===== src/rtl/icache_dm.sv =====
// icache_dm: direct-mapped, read-only instruction cache, one word per line.
//
// Sits between the datapath instruction port and the memory controller.
// Lookups are combinational. A miss latches the word address and holds
// iREN until the memory drops iwait, then fills the indexed set and
// returns to IDLE. The next IDLE cycle then hits from the array.
//
// Ports:
//   CLK, nRST          clock (rising edge), async active-low reset
//   imemREN, imemaddr  datapath read request / byte address ([1:0] ignored)
//   ihit, imemload     hit strobe / instruction word (0 when no hit)
//   iREN, iaddr        memory read request / word address
//   iwait, iload       memory busy / read data (valid when iREN & ~iwait)
//
// Parameters:
//   SETS  number of one-word lines (power of two, >= 2)
//
// Build option:
//   ICACHE_FILL_FORWARD_EN  when defined, the fill word is forwarded to
//                           ihit/imemload in the completing FETCH cycle,
//                           provided the datapath still requests the
//                           missed address.
module icache_dm #(
  parameter int SETS = 16
) (
  input  logic        CLK,
  input  logic        nRST,
  input  logic        imemREN,
  input  logic [31:0] imemaddr,
  output logic        ihit,
  output logic [31:0] imemload,
  output logic        iREN,
  output logic [31:0] iaddr,
  input  logic        iwait,
  input  logic [31:0] iload
);

  localparam int IDX_W = $clog2(SETS);
  localparam int TAG_W = 30 - IDX_W;

  localparam logic [0:0] IDLE  = 1'b0;
  localparam logic [0:0] FETCH = 1'b1;

  logic [0:0]       state;
  logic [SETS-1:0]  valid;
  logic [TAG_W-1:0] tags [SETS];
  logic [31:0]      data [SETS];
  logic [31:0]      miss_addr;

  logic [IDX_W-1:0] idx, miss_idx;
  logic [TAG_W-1:0] req_tag, miss_tag;
  logic             lookup, fill;

  assign idx      = imemaddr[IDX_W+1:2];
  assign req_tag  = imemaddr[31:IDX_W+2];
  assign miss_idx = miss_addr[IDX_W+1:2];
  assign miss_tag = miss_addr[31:IDX_W+2];

  // Byte offset within the word plays no part in a word-granular cache.
  logic unused_ok;
  assign unused_ok = ^imemaddr[1:0];

  assign lookup = imemREN & valid[idx] & (tags[idx] == req_tag);
  assign fill   = (state == FETCH) & ~iwait;

  // Control state and valid bits. Reset drops state to IDLE, so a fetch
  // caught by reset never reaches the fill below.
  always_ff @(posedge CLK, negedge nRST) begin
    if (!nRST) begin
      state     <= IDLE;
      valid     <= '0;
      miss_addr <= '0;
    end else begin
      case (state)
        IDLE: if (imemREN && !lookup) begin
          miss_addr <= {imemaddr[31:2], 2'b00};
          state     <= FETCH;
        end
        default: if (!iwait) begin
          valid[miss_idx] <= 1'b1;
          state           <= IDLE;
        end
      endcase
    end
  end

  // Tag/data storage is qualified by valid, so it carries no reset.
  always_ff @(posedge CLK) begin
    if (fill) begin
      tags[miss_idx] <= miss_tag;
      data[miss_idx] <= iload;
    end
  end

  always_comb begin
    ihit     = 1'b0;
    imemload = '0;
    iREN     = 1'b0;
    iaddr    = '0;
    if (state == IDLE) begin
      ihit     = lookup;
      imemload = lookup ? data[idx] : '0;
    end else begin
      iREN  = 1'b1;
      iaddr = miss_addr;
`ifdef ICACHE_FILL_FORWARD_EN
      // The array is not written until the edge, so serve the word
      // straight from the memory bus in the completing cycle.
      if (!iwait && imemREN && ({imemaddr[31:2], 2'b00} == miss_addr)) begin
        ihit     = 1'b1;
        imemload = iload;
      end
`endif
    end
  end

endmodule


===== config.mk =====
export PLATFORM = sky130hd
export DESIGN_NAME = icache_dm
export DESIGN_NICKNAME = d
export VERILOG_FILES = /design/src/rtl/icache_dm.sv
export SDC_FILE = /design/constraint.sdc
export NUM_CORES = 1
export LEC_CHECK = 0
export BUFFER_PORTS_ARGS = -buffer_cell sky130_fd_sc_hd__buf_2
export CAP_MARGIN = 20
export CELL_PAD_IN_SITES_DETAIL_PLACEMENT = 0
export CELL_PAD_IN_SITES_GLOBAL_PLACEMENT = 2
export CORE_MARGIN = 2
export CORE_UTILIZATION = 45
export CTS_BUF_LIST = sky130_fd_sc_hd__clkbuf_4
export DETAILED_ROUTE_END_ITERATION = 7
export PLACE_DENSITY_LB_ADDON = 0.1
export SETUP_SLACK_MARGIN = 0.1
export SLEW_MARGIN = 20
export SYNTH_ARGS = -nofsm -noshare
export SYNTH_HDL_FRONTEND = slang
export SYNTH_SLANG_ARGS = --single-unit
export TNS_END_PERCENT = 10

===== constraint.sdc =====
create_clock -name CLK -period 7.6 [get_ports CLK]
set_input_delay 0.76 -clock CLK [delete_from_list [all_inputs] [get_ports CLK]]
set_output_delay 0.76 -clock CLK [all_outputs]
set_load 0.05 [all_outputs]

==> flow_summary.json <==
{
  "cp-end-kind": "output pin",
  "cts_buffer_depth": 4,
  "rrSetupSlack_ns": 3.70,
  "final_area_um2": 43800,
  "hold_depth": 2,
  "hp-class": "in -> reg",
  "holdPathEnd": "miss_addr[5]",
  "ys_top_cells_by_area": "edfxtp_1, mux4_2, dfrtp_1",
  "p_per_area_nw_per_um2": 271,
  "setup_ws_ns": 1.96,
  "start_util": 0.454,
  "cts_tree": "yes",
  "internal-power_w": 0.00906,
  "period_needed_ns": 5.64,
  "clockPowerShare": 0.383,
  "worstMarginPinSlew_ns": 1.07,
  "die_h_um": 294,
  "placedCellCount": 2856,
  "grt_use_total": 0.214,
  "first_global_vias": 20300,
  "p_comb_frac": 0.076,
  "synth_edf_count": 928,
  "ys.flop_type": "edfxtp_1",
  "maxSlewViolCount": 0,
  "synth_area_um2": 37900,
  "yosysUniqueCellTypes": 53,
  "htreeDepth": 5,
  "ys_seq_elements": 975,
  "status": "complete, no violations",
  "hold_viol_final": 0,
  "gp_congestion": 0.715,
  "multi_input_area_um2": 8520,
  "numCtsBuffers": 278,
  "rsz0062_at_grt": "false",
  "hpwl_um": 45600,
  "worstPathRequired_ns": 6.84,
  "timing.rr.end": "miss_addr[3]",
  "yosysTopAreaCellShare": 0.735,
  "num_rows": 106,
  "yosysMostFrequentCell": "edfxtp_1",
  "avgSynthCellArea_um2": 22.4,
  "swShare": 0.235,
  "post-route-period-util": 0.742,
  "dpl_cell_area_um2": 39900,
  "yosysWarnings": 0,
  "port_buffers": 129,
  "routedWlPerCell_um": 26.8,
  "nFillCells": 6779,
  "r2r_cells": 10,
  "finalSetupTns_ns": 0,
  "cp-start-kind": "input pin",
  "cts_setup_buffers": 0,
  "insertion_delay_ns": 1.12,
  "critPathKind": "in -> out",
  "postLayoutCoreUtil": 0.524,
  "cts.sinks": 975,
  "crit_fanout": 68,
  "antenna_left": 0,
  "ys_top_cells_by_count": "edfxtp_1, mux4_2, dfrtp_1",
  "relSlewSlack": 0.286,
  "place_ws_ns": 1.87,
  "num_vias": 18600,
  "fin_skew_ns": 0.117,
  "p_sw_w": 0.00279,
  "register_area_um2": 29000,
  "antenna_found_initial": 5,
  "coreArea_um2": 83600,
  "avgViaCountPerCell": 5.55,
  "sequentialPowerShare": 0.541,
  "setup_viol": 0,
  "vdd_ir_drop_max_mv": 0.164,
  "hold_buffers": 60,
  "cap_violations": 0,
  "nets": 2184,
  "min-delay-start": "imemaddr[5]",
  "yosysTopAreaCell": "edfxtp_1",
  "grt_remaining_overflow": 0,
  "cts_root_buf": "clkbuf_4",
  "grt_max_degree": 84,
  "ios": 134,
  "wl_um": 90100,
  "drive_gt1_frac": 0.396,
  "drt-initial-drc-count": 1306,
  "r2r-start": "tags[6][18]",
  "drc_errors": 0,
  "leakage_nw": 14.6,
  "path_clk_slew_ns": 0.06,
  "die_area_um2": 86600,
  "grt_first_pass_wirelength_um": 132000,
  "dr.pass1.iters": 6,
  "netlist_instances": 1690,
  "max_clock_freq_ghz": 0.177,
  "die_w_um": 294,
  "ys_async_sr_fraction": 0.0482,
  "cts_resized": 0,
  "synth-seq-area-share": 0.766,
  "layoutNonFillerInstCount": 3359,
  "syn_to_final_growth_pct": 15.4,
  "critPathArrivalTime_ns": 4.88
}
worst max-delay path, stage by stage:
cell and delay, ns:
buf_8 0.53, buf_4 0.55, mux4_2 0.57, mux2i_1 0.30, o22ai_1 0.12, nand2_1 0.09
o211ai_1 0.10, a211oi_1 0.33, nand4_1 0.25, or3_4 0.67, nor2b_1 0.22, buf_2 0.28
how the worst max path moves through the flow:
| stage | startpoint | endpoint | slack [ns] | cells after the start |
|---|---|---|---|---|
| global route | imemaddr[2] | imemload[21] | 1.61 | 12 |
| detailed placement | imemaddr[2] | imemload[18] | 1.87 | 12 |
| floorplan | state | valid[3] | 1.56 | 4 |
| global placement | imemaddr[2] | imemload[22] | 1.87 | 12 |
| finish | imemaddr[2] | imemload[18] | 1.96 | 12 |
| CTS | imemaddr[2] | imemload[18] | 1.83 | 12 |
cell type report:
cell class / count / share of cell area
antenna: 2 / 0.000114
clock buffer: 401 / 0.0688
clock inverter: 40 / 0.00552
inverter: 3 / 0.000286
multi-input combinational: 626 / 0.195
sequential: 975 / 0.663
tap: 1080 / 0.0309
timing repair buffer: 232 / 0.0364
stage by stage:
step	total power, W	hold WS (ns)
6_report	0.0119	0.277
5_1_grt	0.0124	0.216
4_1_cts	0.0120	0.133
3_5_place_dp	0.00743	0.452
3_3_place_gp	0.00739	0.446
2_1_floorplan	0.00704	0.433
per-layer routing:
layer  vias up  wire length, um  share of wire  global-route usage
met5         -               22        0.00024                   0
met4         4             1180          0.013              0.0632
met3        99             4470          0.050              0.0499
met2       493            46600           0.52               0.363
met1      9948            37900           0.42               0.277
li1       8092                -              -                   -
power groups by stage:
stage          registers, W  logic (W)  clock network (W)
6_report            0.00641   0.000899            0.00454
2_1_floorplan       0.00645   0.000594                  0
3_3_place_gp        0.00650   0.000888                  0
3_5_place_dp        0.00653   0.000895                  0
5_1_grt             0.00645   0.000963            0.00502
4_1_cts             0.00642   0.000923            0.00471
placed cells by master, fill, tap and decap left out, types with 12 or more instances in the layout:
| master | netlist | final |
|---|---|---|
| edfxtp_1 | 928 | 928 |
| clkbuf_4 | 0 | 401 |
| mux4_2 | 242 | 242 |
| buf_2 | 31 | 126 |
| dlygate4sd3_1 | 0 | 60 |
| dfrtp_1 | 47 | 47 |
| mux2i_1 | 45 | 45 |
| nor2b_1 | 43 | 43 |
| buf_4 | 11 | 43 |
| mux2_2 | 32 | 32 |
| and2_1 | 32 | 32 |
| mux2_1 | 30 | 30 |
| clkinv_1 | 0 | 29 |
| nand2_1 | 18 | 18 |
| xor2_1 | 18 | 18 |
| or2_2 | 17 | 17 |
| xnor2_1 | 16 | 16 |
| nor2_1 | 28 | 16 |
| o22ai_1 | 12 | 12 |
| nor2_4 | 0 | 12 |
state kept, by name (all words and copies together) (netlist names):
name       count
valid         16
state          1
tags         416
miss_addr     30
data         512
cell families after synthesis:
kind of cell,Yosys count,synth area share
muxes,349,0.174
DFF,975,0.766
xor gates and xnor gates,34,0.00785
buffers and inverters,90,0.0128
other,1,0.0000989
AOI/OAI and AO/OA,68,0.0139
and+or+nand+nor,173,0.0254
Note: power is estimated with default switching activity, not from simulation.
